[src/rtl/pipe_hazard_ctrl.sv]
// Hazard/sequencing controller for the 5-stage pipe: forwarding, load-use and
// PC-write hazards, a memory-wait freeze FSM with timeout error, stall counter.
module pipe_hazard_ctrl #(
  parameter int MEM_TIMEOUT = 16,
  parameter int CNT_W       = 16
) (
  input  logic             clk,
  input  logic             reset,
  input  logic [3:0]       RA1D,
  input  logic [3:0]       RA2D,
  input  logic [3:0]       RA1E,
  input  logic [3:0]       RA2E,
  input  logic [3:0]       WA3E,
  input  logic [3:0]       WA3M,
  input  logic [3:0]       WA3W,
  input  logic             RegWriteM,
  input  logic             RegWriteW,
  input  logic             MemtoRegE,
  input  logic             PCSrcD,
  input  logic             PCSrcE,
  input  logic             PCSrcM,
  input  logic             PCSrcW,
  input  logic             BranchTakenE,
  input  logic             MemReqM,
  input  logic             MemReadyM,
  output logic [1:0]       ForwardAE,
  output logic [1:0]       ForwardBE,
  output logic             StallF,
  output logic             StallD,
  output logic             StallE,
  output logic             StallM,
  output logic             FlushD,
  output logic             FlushE,
  output logic             FlushW,
  output logic             MemErr,
  output logic [CNT_W-1:0] StallCount,
  output logic [1:0]       fsm_state
);

  localparam int WCW = $clog2(MEM_TIMEOUT + 1);

  typedef enum logic [1:0] {
    IDLE = 2'd0,
    WAIT = 2'd1,
    ERR  = 2'd2
  } state_t;

  state_t         state, state_nxt;
  logic [WCW-1:0] wait_cnt, wait_cnt_nxt;
  logic           mem_stall;
  logic           ldr_stall;
  logic           pc_pend;

  assign fsm_state = state;

  always_ff @(posedge clk or posedge reset) begin
    if (reset) begin
      state    <= IDLE;
      wait_cnt <= '0;
      MemErr   <= 1'b0;
    end else begin
      state    <= state_nxt;
      wait_cnt <= wait_cnt_nxt;
      if (state_nxt == ERR) MemErr <= 1'b1;
    end
  end

  // wait_cnt holds the number of unready stall cycles already spent in this wait
  always_comb begin
    state_nxt    = state;
    wait_cnt_nxt = wait_cnt;
    mem_stall    = 1'b0;
    case (state)
      IDLE: begin
        if (MemReqM && !MemReadyM) begin
          mem_stall    = 1'b1;
          state_nxt    = WAIT;
          wait_cnt_nxt = WCW'(1);
        end
      end
      WAIT: begin
        if (MemReadyM) begin
          state_nxt    = IDLE;
          wait_cnt_nxt = '0;
        end else begin
          mem_stall    = 1'b1;
          wait_cnt_nxt = wait_cnt + WCW'(1);
          if (wait_cnt_nxt == WCW'(MEM_TIMEOUT)) state_nxt = ERR;
        end
      end
      ERR: begin
        mem_stall = 1'b1;
      end
      default: begin
        state_nxt    = IDLE;
        wait_cnt_nxt = '0;
      end
    endcase
  end

  function automatic logic [1:0] fwd_sel(input logic [3:0] ra);
    if (RegWriteM && (ra == WA3M))      return 2'b10;
    else if (RegWriteW && (ra == WA3W)) return 2'b01;
    else                                return 2'b00;
  endfunction

  assign ldr_stall = MemtoRegE && ((RA1D == WA3E) || (RA2D == WA3E));
  assign pc_pend   = PCSrcD || PCSrcE || PCSrcM;

  // Reset bubbles every register; a memory stall freezes the pipe and overrides other hazards.
  always_comb begin
    ForwardAE = 2'b00;
    ForwardBE = 2'b00;
    StallF    = 1'b0;
    StallD    = 1'b0;
    StallE    = 1'b0;
    StallM    = 1'b0;
    FlushD    = 1'b1;
    FlushE    = 1'b1;
    FlushW    = 1'b1;
    if (!reset) begin
      ForwardAE = fwd_sel(RA1E);
      ForwardBE = fwd_sel(RA2E);
      if (mem_stall) begin
        StallF = 1'b1;
        StallD = 1'b1;
        StallE = 1'b1;
        StallM = 1'b1;
        FlushD = 1'b0;
        FlushE = 1'b0;
        FlushW = 1'b1;
      end else begin
        StallF = ldr_stall || pc_pend;
        StallD = ldr_stall;
        FlushD = pc_pend || PCSrcW || BranchTakenE;
        FlushE = ldr_stall || BranchTakenE;
        FlushW = 1'b0;
      end
    end
  end

  always_ff @(posedge clk or posedge reset) begin
    if (reset) begin
      StallCount <= '0;
    end else if (StallF && (StallCount != {CNT_W{1'b1}})) begin
      StallCount <= StallCount + CNT_W'(1);
    end
  end

endmodule

[config.mk]
export PLATFORM = sky130hd
export DESIGN_NAME = pipe_hazard_ctrl
export DESIGN_NICKNAME = d
export VERILOG_FILES = /design/src/rtl/pipe_hazard_ctrl.sv
export SDC_FILE = /design/constraint.sdc
export NUM_CORES = 1
export LEC_CHECK = 0
export CORE_UTILIZATION = 41
export CTS_CLUSTER_DIAMETER = 120
export DETAILED_ROUTE_END_ITERATION = 16
export GPL_TIMING_DRIVEN = 0
export PLACE_DENSITY = 0.88
export SETUP_SLACK_MARGIN = 0.02
export SYNTH_ARGS = -nofsm -noshare
export SYNTH_HDL_FRONTEND = slang
export SYNTH_SLANG_ARGS = --single-unit
[constraint.sdc]
create_clock -name clk -period 2.4 [get_ports clk]
set_clock_uncertainty 0.2 [all_clocks]
set_input_delay 0.36 -clock clk [delete_from_list [all_inputs] [get_ports clk]]
set_output_delay 0.36 -clock clk [all_outputs]
set_load 0.05 [all_outputs]
==> results.tsv <==
stage	metric	value	unit
status	status	finished, final reports clean	
cells_and_area	mostFrequentLayoutCells	53 x clkdlybuf4s50_1, 27 x xnor2_1, 24 x dfrtp_1, 15 x xor2_1, 11 x nand4_1	
floorplanning	start_util	43.8	%
worst_setup_path	cp.required	1.84	ns
worst_setup_path	crit_type	input pin to primary output	
routing	drt-total-wl	3640	um
floorplanning	dieWidth	62.6	um
sta	hold_viol	0	
worst_setup_path	critical-path-top-delay-family	buffers and inverters	
routing	drt-initial-drc-count	78	
pwr	cellLeakagePower	0.989	nW
place	dpl.hpwl	2810	um
cts	clk_pin_slew_worst_paths	0.08	ns
sta	finalMaxSlewViolations	0	
yosys	avgSynthCellArea	10.1	um2
routing	met1_length	1540	um
worst_setup_path	cp_slowest_stage_delay	0.47	ns
floorplanning	die_area	3920	um2
routing	drc	0	
cells_and_area	diodes	0	
yosys	ys.flop_type	dfrtp_1	
cts	numCtsBuffers	3	
pwr	total_power	0.00145	W
cts	cts.sinks	24	
worst_setup_path	cp_max_fo	4	
yosys	yosysWarnings	0	
cells_and_area	final_layout_size_suffix_gt1_share	17.6	%
worst_setup_path	critPathSlowestCell	clkdlybuf4s50_1	
cts	clk_path_buf_depth	2	
place	gp_congestion	0.798	
global_route	grt_pass1_vias	1354	
routing	routed.top_layer	met4	
cells_and_area	fin_area	2340	um2
routing	route.met2.wl	1920	um
routing	met3WireLength	157	um
global_route	grt_overflow	0	
floorplanning	die_h	62.6	um
cells_and_area	final_cells	273	
place	pre_cts_ws	-1.13	ns
place	port_buffers	69	
global_route	grt_pass1_wl	6160	um
sta	setup_viol	0	
yosys	yosys_register_bits	24	
min_path	min_path_type	input pin to async pin	
yosys	syn-cell-area	1510	um2
yosys	synthArstFlopShare	100	%
pwr	powerDensity	620	nW/um2
place	placed_area	2270	um2
sta	slew_headroom	55.2	%
sta	rsz0062_at_grt	true	
yosys	syn_nets	192	
floorplanning	core_region_area	3440	um2
routing	num_vias	1358	
yosys	ys_seq_area_share	39.8	%
cells_and_area	nets	270	
yosys	ys_types	34	
floorplanning	num_rows	21	
yosys	synth_cells	150	
flow_run	maxCapViolations	0	
sta	period_share	95.5	%
cells_and_area	areaGrowthSynthToFinish	55.1	%
sta	worst_pin_slew	0.668	ns
yosys	yosysTopAreaCell	dfrtp_1	
worst_setup_path	crit_buf_inv	2	
global_route	grt_max_degree	16	
yosys	ys_top_cells_by_area	dfrtp_1 40%, xnor2_1 16%, xor2_1 8.7%	
cts	h-tree-depth	1	
routing	ant_nets	0	
place	dp_cells	265	
global_route	grt_antenna_before_repair	0	
yosys	synth_edf_count	0	
routing	wl_per_cell	13.3	um
sta	min_period	2.29	ns
global_route	grt_usage	19.6	%
yosys	synth_top_cell_area_share	39.8	%
cells_and_area	final_common_cell	clkdlybuf4s50_1	
cells_and_area	utilization	67.9	%
routing	vias_per_cell	4.97	
cts	cts-root-buf	clkbuf_8	
routing	drt_pass1_iterations	4	
worst_setup_path	start_kind	input pin	
worst_setup_path	cp-end-kind	primary output	
worst_setup_path	arrival	1.73	ns
cts	worstSkewPairLatency	0.26	ns
sta	fin_ws	0.107	ns
sta	fmaxAchievable	0.436	GHz
cts	cts_tree	done	
floorplanning	io_pins	70	
pwr	ir_drop	0.000786	V
worst_setup_path	worstPathCellList	clkdlybuf4s50_1, xnor2_1, nand4_1, a21boi_2, nor2_1, o21ai_1, buf_6	
## worst paths after layout
| check | from | endpoint | slack [ns] | cells after the start |
|---|---|---|---|---|
| min in group clk | MemErr | MemErr | 0.28 | 1 |
| max in group asynchronous | reset | StallCount[3] | 1.40 | 2 |
| hold / removal | reset | StallCount[8] | 0.22 | 3 |
| setup / recovery | RA1D[3] | FlushE | 0.11 | 7 |
| hold reg to reg | MemErr | MemErr | 0.28 | 1 |
| setup reg to reg | StallCount[0] | StallCount[10] | 0.20 | 8 |
## cells by family after synthesis
group           Yosys count  synth area share [%]
compound gates           14                  7.72
xor+xnor                 42                  24.4
fa+ha+maj                 2                  1.66
buf+inv                   6                  2.82
flops                    24                  39.8
mux                       2                  1.41
simple gates             60                  22.2
## synth_stat cells, types with 2 or more instances
library cell and count:
nand2b_1 2, ha_1 2, nand2_1 9, nor3_1 6
buf_6 2, xnor2_1 27, nand3_1 9, and3_1 5
xor2_1 15, o21ai_0 3, nor2b_1 3, o22ai_1 3
nand4_1 11, and3_4 2, dfrtp_1 24, a21oi_1 2
nor2_1 7, and4_1 2
## power breakdown
part	switching [W]	internal (W)
clock	0.000121	0.000146
sequential	0.0000778	0.000466
combinational	0.000374	0.000265
total	0.000573	0.000877
## registers in the layout (all words and copies together) (netlist names)
| signal | flops |
|---|---|
| StallCount | 16 |
| wait_cnt | 5 |
| fsm_state | 2 |
| MemErr | 1 |
## worst reg2reg max path: cells and delay by family, from the launching register on
family,cells,cell delay [ns]
AND/OR/NAND/NOR,2,0.29
adder cells (fa/ha/maj),1,0.24
AO/OA/AOI/OAI,2,0.44
buffers and inverters,2,0.32
XOR/XNOR,1,0.15
flip-flops,1,0.44
## timing repair
action	in CTS	in global routing
pin swaps	0	8
endpoints found under the setup margin	11	9
resized for setup	52	18
hold buffers	0	0
cloned	1	0
buffers inserted	3	0
## cell type report
class / instances / area, um2
plain buffers: 5 / 38.8
clock buffers: 4 / 55.1
fillers: 290 / 1100
inverters: 1 / 7.51
multi-input cells: 120 / 883
flip-flops and latches: 24 / 601
well taps: 46 / 57.6
repair buffers: 72 / 691
repair inverters: 1 / 5.00
## through the flow
stage | setup TNS, ns | hold WS (ns)
3_5_place_dp | -8.86 | 0.259
5_1_grt | -0.00850 | 0.254
4_1_cts | 0 | 0.223
2_1_floorplan | -0.720 | 0.217
3_3_place_gp | -8.64 | 0.259
6_report | 0 | 0.216
## layer usage
layer	vias to the layer above	track usage, %
li1	680	-
met1	644	23.7
met2	30	35.7
met3	4	4.93
met4	0	2.62
met5	-	0
No activity file was read; power rests on OpenSTA's default activity.
